$ cat src/rtl/result_drain_unit.sv
// Streams the result matrix out of cache memory in row-major order, one
// element per read, then appends the six latched cache counters and pulses done.
module result_drain_unit #(
  parameter int BYTE_SIZE = 8,
  parameter int NUM_ROWS  = 64,
  parameter int NUM_COLS  = 64,
  parameter int IDX_W     = 6,
  parameter int ADDR_W    = 12,
  parameter int STAT_W    = 19
) (
  input  logic                 CLK,
  input  logic                 RST,
  input  logic                 start,
  input  logic [ADDR_W-1:0]    base_addr,
  output logic                 mem_rd_req,
  output logic [ADDR_W-1:0]    mem_rd_addr,
  input  logic                 mem_rd_valid,
  input  logic [BYTE_SIZE-1:0] mem_rd_data,
  input  logic [15:0]          num_of_read_hit,
  input  logic [15:0]          num_of_read_miss,
  input  logic [15:0]          num_of_write_hit,
  input  logic [15:0]          num_of_write_miss,
  input  logic [STAT_W-1:0]    read_hit_cycle,
  input  logic [STAT_W-1:0]    write_hit_cycle,
  output logic                 out_valid,
  input  logic                 out_ready,
  output logic [STAT_W-1:0]    out_data,
  output logic [IDX_W-1:0]     out_row,
  output logic [IDX_W-1:0]     out_col,
  output logic                 out_eol,
  output logic                 out_is_stat,
  output logic                 out_last,
  output logic                 busy,
  output logic                 done,
  output logic [2:0]           dbg_state
);

  // Stream handshake: a word transfers on a rising edge where out_valid and
  // out_ready are both high; out_valid and every out_* field come straight
  // from registers and hold until that edge, independent of out_ready.

  typedef enum logic [2:0] {
    S_IDLE = 3'd0,
    S_REQ  = 3'd1,
    S_WAIT = 3'd2,
    S_SEND = 3'd3,
    S_STAT = 3'd4,
    S_DONE = 3'd5
  } state_t;

  localparam logic [IDX_W-1:0] LAST_ROW = IDX_W'(NUM_ROWS - 1);
  localparam logic [IDX_W-1:0] LAST_COL = IDX_W'(NUM_COLS - 1);

  state_t              state_q;
  logic [IDX_W-1:0]    row_q, col_q;
  logic [IDX_W-1:0]    row_d, col_d;
  logic [2:0]          stat_idx_q;
  logic [15:0]         rd_hit_q, rd_miss_q, wr_hit_q, wr_miss_q;
  logic [STAT_W-1:0]   rd_hit_cyc_q, wr_hit_cyc_q;
  logic                req_q;
  logic [ADDR_W-1:0]   addr_q;
  logic                valid_q;
  logic [STAT_W-1:0]   data_q;
  logic                eol_q, is_stat_q, last_q, busy_q, done_q;
  logic                last_col, last_row, hs;

  always_comb begin
    last_col = (col_q == LAST_COL);
    last_row = (row_q == LAST_ROW);
    col_d    = last_col ? '0 : col_q + 1'b1;
    row_d    = last_col ? row_q + 1'b1 : row_q;
    hs       = valid_q && out_ready;
  end

  // Statistics record order on the stream.
  function automatic logic [STAT_W-1:0] stat_sel(input logic [2:0] idx);
    case (idx)
      3'd0:    stat_sel = STAT_W'(rd_hit_q);
      3'd1:    stat_sel = rd_hit_cyc_q;
      3'd2:    stat_sel = STAT_W'(rd_miss_q);
      3'd3:    stat_sel = STAT_W'(wr_hit_q);
      3'd4:    stat_sel = wr_hit_cyc_q;
      3'd5:    stat_sel = STAT_W'(wr_miss_q);
      default: stat_sel = '0;
    endcase
  endfunction

  always_ff @(posedge CLK or posedge RST) begin
    if (RST) begin
      state_q      <= S_IDLE;
      row_q        <= '0;
      col_q        <= '0;
      stat_idx_q   <= '0;
      rd_hit_q     <= '0;
      rd_miss_q    <= '0;
      wr_hit_q     <= '0;
      wr_miss_q    <= '0;
      rd_hit_cyc_q <= '0;
      wr_hit_cyc_q <= '0;
      req_q        <= 1'b0;
      addr_q       <= '0;
      valid_q      <= 1'b0;
      data_q       <= '0;
      eol_q        <= 1'b0;
      is_stat_q    <= 1'b0;
      last_q       <= 1'b0;
      busy_q       <= 1'b0;
      done_q       <= 1'b0;
    end else begin
      req_q  <= 1'b0;
      done_q <= 1'b0;
      case (state_q)
        S_IDLE: begin
          if (start) begin
            addr_q       <= base_addr;
            rd_hit_q     <= num_of_read_hit;
            rd_miss_q    <= num_of_read_miss;
            wr_hit_q     <= num_of_write_hit;
            wr_miss_q    <= num_of_write_miss;
            rd_hit_cyc_q <= read_hit_cycle;
            wr_hit_cyc_q <= write_hit_cycle;
            row_q        <= '0;
            col_q        <= '0;
            busy_q       <= 1'b1;
            req_q        <= 1'b1;
            state_q      <= S_REQ;
          end
        end
        S_REQ: state_q <= S_WAIT;
        S_WAIT: begin
          if (mem_rd_valid) begin
            data_q  <= STAT_W'(mem_rd_data);
            eol_q   <= last_col;
            valid_q <= 1'b1;
            state_q <= S_SEND;
          end
        end
        S_SEND: begin
          if (hs) begin
            eol_q <= 1'b0;
            if (last_row && last_col) begin
              row_q      <= '0;
              col_q      <= '0;
              stat_idx_q <= 3'd0;
              is_stat_q  <= 1'b1;
              data_q     <= stat_sel(3'd0);
              state_q    <= S_STAT;
            end else begin
              // Row-major layout means the next element is simply the next word.
              row_q   <= row_d;
              col_q   <= col_d;
              addr_q  <= addr_q + 1'b1;
              valid_q <= 1'b0;
              req_q   <= 1'b1;
              state_q <= S_REQ;
            end
          end
        end
        S_STAT: begin
          if (hs) begin
            if (stat_idx_q == 3'd5) begin
              valid_q   <= 1'b0;
              is_stat_q <= 1'b0;
              last_q    <= 1'b0;
              data_q    <= '0;
              busy_q    <= 1'b0;
              done_q    <= 1'b1;
              state_q   <= S_DONE;
            end else begin
              stat_idx_q <= stat_idx_q + 3'd1;
              data_q     <= stat_sel(stat_idx_q + 3'd1);
              last_q     <= (stat_idx_q == 3'd4);
            end
          end
        end
        S_DONE: state_q <= S_IDLE;
        default: state_q <= S_IDLE;
      endcase
    end
  end

  assign mem_rd_req  = req_q;
  assign mem_rd_addr = addr_q;
  assign out_valid   = valid_q;
  assign out_data    = data_q;
  assign out_row     = row_q;
  assign out_col     = col_q;
  assign out_eol     = eol_q;
  assign out_is_stat = is_stat_q;
  assign out_last    = last_q;
  assign busy        = busy_q;
  assign done        = done_q;
  assign dbg_state   = state_q;

endmodule

$ cat config.mk
export PLATFORM = sky130hd
export DESIGN_NAME = result_drain_unit
export DESIGN_NICKNAME = d
export VERILOG_FILES = /design/src/rtl/result_drain_unit.sv
export SDC_FILE = /design/constraint.sdc
export NUM_CORES = 1
export LEC_CHECK = 0
export ABC_AREA = 1
export CAP_MARGIN = 20
export CORE_ASPECT_RATIO = 0.9
export CORE_MARGIN = 8
export CORE_UTILIZATION = 30
export CTS_CLUSTER_DIAMETER = 60
export DETAILED_ROUTE_END_ITERATION = 16
export HOLD_SLACK_MARGIN = 0.03
export PLACE_DENSITY = 0.56
export SLEW_MARGIN = 20
export SYNTH_ARGS = -nofsm -noshare
export SYNTH_HDL_FRONTEND = slang
export SYNTH_SLANG_ARGS = --single-unit
$ cat constraint.sdc
create_clock -name CLK -period 6.97 [get_ports CLK]
set_input_delay 2.091 -clock CLK [delete_from_list [all_inputs] [get_ports CLK]]
set_output_delay 2.091 -clock CLK [all_outputs]
set_load 0.02 [all_outputs]
## Word-level counts from Yosys, hierarchy flattened

Index checks and enable logic that the tools add are counted.

| cells by class | value |
|---|---|
| $add $sub $neg | 4 |
| eq/ne operators | 22 |
| multiplexer cells | 54 |
| reduce and logical (&&, ||, !) cells | 21 |

Operator list:

| cell | number |
|---|---|
| $pmux 19 s6 | 1 |
| $mux 19 | 5 |
| $pmux 19 s3 | 1 |
| $mux 6 | 7 |
| $mux 12 | 3 |
| $mux 3 | 10 |
| $pmux 12 s2 | 1 |
| $pmux 6 s2 | 2 |
| $reduce_and 5->1 | 4 |
| $mux 1 | 17 |
| $ne 2x2->1 const B | 8 |
| $eq 3x3->1 const B | 5 |
| $pmux 3 s5 | 1 |
| $add 12x1->12 const B | 1 |
| $add 6x1->6 const B | 2 |
| $eq 3x2->1 const B | 4 |
| $eq 6x6->1 const B | 2 |
| $reduce_and 4->1 | 3 |
| $pmux 1 s2 | 4 |
| $reduce_bool 2->1 | 4 |
| $eq 3x1->1 const B | 2 |
| $logic_not 3->1 | 2 |
| $pmux 3 s2 | 1 |
| $reduce_and 3->1 | 2 |
| other kinds (7) | 9 |

| word-level totals | value |
|---|---|
| bits in registers | 158 |
| output and inout port bits | 53 |
| logic and storage cells | 120 |

## Longest topological paths before layout

| depth | value |
|---|---|
| depth in word-level cells | 6 |
| mapped depth | 13 |
| depth with buffers taken out | 12 |

## Worst setup path after synthesis

Ideal clock, no wire load.

| path | value |
|---|---|
| path type | input-to-reg |
| start point | in start |
| end point | reg rd_hit_cyc_q[18] |
| setup time | 125 ps |
| data arrival time | 2934 ps |
| slack | 3911 ps |
| stages on the path | 4 |
| path through | nand3_2 -> buf_2 -> buf_2 -> mux2_2 |

| between the ends | value |
|---|---|
| word-level cells in the longest chain between the ends | 1 |

Ends and longest elaborated chain:

| what | RTL line | text |
|---|---|---|
| start, declared | 13 | `input logic start,` |
| $reduce_and 2->1 (no source line) | n/a |  |
| end signal, assigned | 120 | `rd_hit_cyc_q <= read_hit_cycle;` |
| end, declared | 59 | `logic [STAT_W-1:0] rd_hit_cyc_q, wr_hit_cyc_q;` |

No other way between the ends.
A chain may end at the register's enable or synchronous reset.

## Final worst setup path

| path | value |
|---|---|
| start point | in start |
| end point | reg rd_miss_q[10] |

| between the ends | value |
|---|---|
| word-level cells in the longest chain between the ends | 1 |

Ends and longest elaborated chain:

| what | RTL line | text |
|---|---|---|
| $reduce_and 2->1 (no source line) | n/a |  |
| end signal, assigned | 117 | `rd_miss_q <= num_of_read_miss;` |
| end, declared | 58 | `logic [15:0] rd_hit_q, rd_miss_q, wr_hit_q, wr_miss_q;` |

No other way between the ends.

==> metrics.txt <==
status complete, no violations; die area 32,000 um^2; Antenna Nets Post-Route 0; CTS clk-pin slew, worst paths 0.06 ns; CP max stage delay 0.48 ns; fin crit period 3.89 ns; Site Rows 56; CP Class input pin to flop; arrival time worst endpoint 4.19 ns; area of the multi-input gates 3590 um^2; commonest cells in the netlist nand2_1, dfrtp_1, mux2_2; Avg Vias per Cell 4.67; RSZ-0062 raised after global routing no; Reg area 3950 um^2; yosys warns 0; Synth Flop Type dfrtp_1; count leader, synth nand2_1; Synth area leaders dfrtp_1, mux2_2, nand2_1, nand3_1, nand4_1; Rel. slew slack 0.334; drt first pass iters 5; Post-synth EDFFs 0; core area 26,100 um^2; Avg Cell Area, Syn 9.13 um^2; worst skew pair latency 0.42 ns; Peak Freq 0.257 GHz; synthesized flop and latch total 158; pre-CTS WS 2.19 ns; Leak 4.84 nW; total gr overflow 0; clock buffer depth 2; kind of end point of the critical path flop; post-synthesis simple-gate area fraction 0.243; IO Port Bufs 179; first-pass GRT wire length 37,300 um; Max FO, Critical Path 43; Final period util 0.558; Chip Height 171 um; worst path cell trace clkdlybuf4s50_1 > nand3_4 > buf_12 > buf_4 > mux2_2; setup TNS 0 ns; ant diodes 0; cts bufs inserted 17; final setup margin 3.08 ns; via count 6,496; total of max-cap violations 0; top cell type's share of synthesized area 0.496; CP required 7.27 ns; Final Setup Violations 0; share of cells above drive strength 1 0.155; worst-margin pin slew 0.997 ns; GP Congestion 0.802; WL/cell 16.8 um; Hold Violations, Final 0; drt initial violations 446; sequential area share after synthesis 0.496; pin count of the biggest net entering global routing 79; syn nets 1,008; multiplexer share of the synthesized area 0.144; gr usage total 0.146; DRC 0; post-synthesis xor/xnor area fraction 0.00550; Compound-Gate Fraction of Synth Area 0.0418; Post-Synthesis Cells 872; Filler Cells Inserted 2,628; post-synthesis adder-cell area fraction 0.0141; vias in the first global route 6,659; Post-Syn Area 7970 um^2; wirelength, routed 23,400 um; io pins 180; Post CTS Setup Buffer Count 0; Initial Util 0.306; hold_buf cts 0; CTS tree done; post-CTS resize count 0; largest family of logic cells by synthesized area simple AND/OR/NAND/NOR gates; Nets 1,167; setup skew after layout 0.00724 ns; max-slew violations 0; initial antenna violation count 0; post-synth top area cell dfrtp_1; Area Overhead vs Synth 34.0%; critical path launch point type input pin; Hold Crit Class flop to flop; # H-tree levels 4; dpl hpwl 16,800 um; CTS Root Cell clkbuf_16; worst vdd ir 0.178 mV; Die Wd 188 um; async set-or-reset flop fraction in the synthesized netlist 1.00; clk sink count 158; Cell variety after synth 34; PwrDens 389 nW/um^2; final hold slack 0.482 ns; slowest library cell on the worst path buf_4
-- stage by stage --
step / instances / area, um^2 / power (mW) / util
3_5_place_dp: 1359 / 10000 / 3.20 / 0.385
6_report: 1392 / 10700 / 4.15 / 0.409
4_1_cts: 1391 / 10700 / 4.20 / 0.409
2_1_floorplan: 872 / 7970 / 2.65 / -
3_3_place_gp: 1359 / 10000 / 3.17 / 0.385
5_1_grt: 1392 / 10700 / 4.44 / 0.409
-- layout make-up --
type                       count  share of cell area
multi-input combinational    611               0.336
clock inverter                12              0.0151
sequential                   158               0.370
timing repair buffer         187               0.175
tap                          348              0.0408
clock buffer                  20              0.0428
inverter                      56              0.0202
-- kinds of logic (layout without fill, tap and decap cells) --
family | count (synthesis) | count (layout)
AND/OR/NAND/NOR | 434 | 434
flip-flops | 158 | 158
buffers and inverters | 103 | 275
multiplexers | 102 | 102
AO/OA/AOI/OAI | 61 | 61
adder cells (fa/ha/maj) | 9 | 9
XOR/XNOR | 5 | 5
-- per-layer routing --
| layer | track usage | vias to the layer above | routed length [um] |
|---|---|---|---|
| li1 | - | 3237 | - |
| met1 | 0.216 | 3084 | 12000 |
| met2 | 0.212 | 166 | 9890 |
| met3 | 0.0352 | 9 | 1380 |
| met4 | 0.0322 | 0 | 137 |
| met5 | 0 | - | 0 |
-- state kept, by name, indices dropped and copies added, names as in the netlist, 3 cells and up --
name and count:
out_col 6, rd_miss_q 16, rd_hit_q 16, dbg_state 3, wr_miss_q 16, out_data 19, wr_hit_cyc_q 19, mem_rd_addr 12
out_row 6, wr_hit_q 16, rd_hit_cyc_q 19, stat_idx_q 3
-- layout by cell type (no fill, tap or decap), types with 3 or more instances in the layout --
master	instances
a21oi_1	23
buf_4	7
bufinv_16	3
clkbuf_16	17
clkdlybuf4s50_1	179
clkinv_4	4
clkinvlp_4	3
dfrtp_1	158
ha_1	8
inv_1	53
mux2_2	102
nand2_1	219
nand2_2	5
nand3_1	92
nand4_1	38
nor2_1	61
nor2_4	4
nor3_1	4
o21a_1	3
o21ai_0	24
o31ai_1	5
xor2_1	3
-- worst paths after layout --
kind	startpoint	end	slack, ns	cells past startpoint
min	out_data[16]	out_data[16]	0.48	2
max reg2reg	stat_idx_q[0]	out_data[0]	4.05	12
max	start	rd_miss_q[10]	3.08	5
max in group asynchronous	RST	rd_miss_q[5]	3.74	3
min in group asynchronous	RST	done	2.19	2
min reg2reg	out_data[16]	out_data[16]	0.48	2
-- where the power goes --
| part | switching [mW] | internal (mW) | leakage, nW | total (mW) |
|---|---|---|---|---|
| sequential | 0.277 | 1.34 | 1.91 | 1.62 |
| clock | 0.396 | 0.586 | 0.293 | 0.982 |
| combinational | 0.794 | 0.763 | 2.63 | 1.56 |
| total | 1.47 | 2.69 | 4.84 | 4.15 |
-- critical path, delay by kind of cell --
family                 cells  cell delay (ns)
buffers and inverters      3             1.25
multiplexers               1             0.40
AND/OR/NAND/NOR            1             0.38
Power figures use the tool's default switching activity.
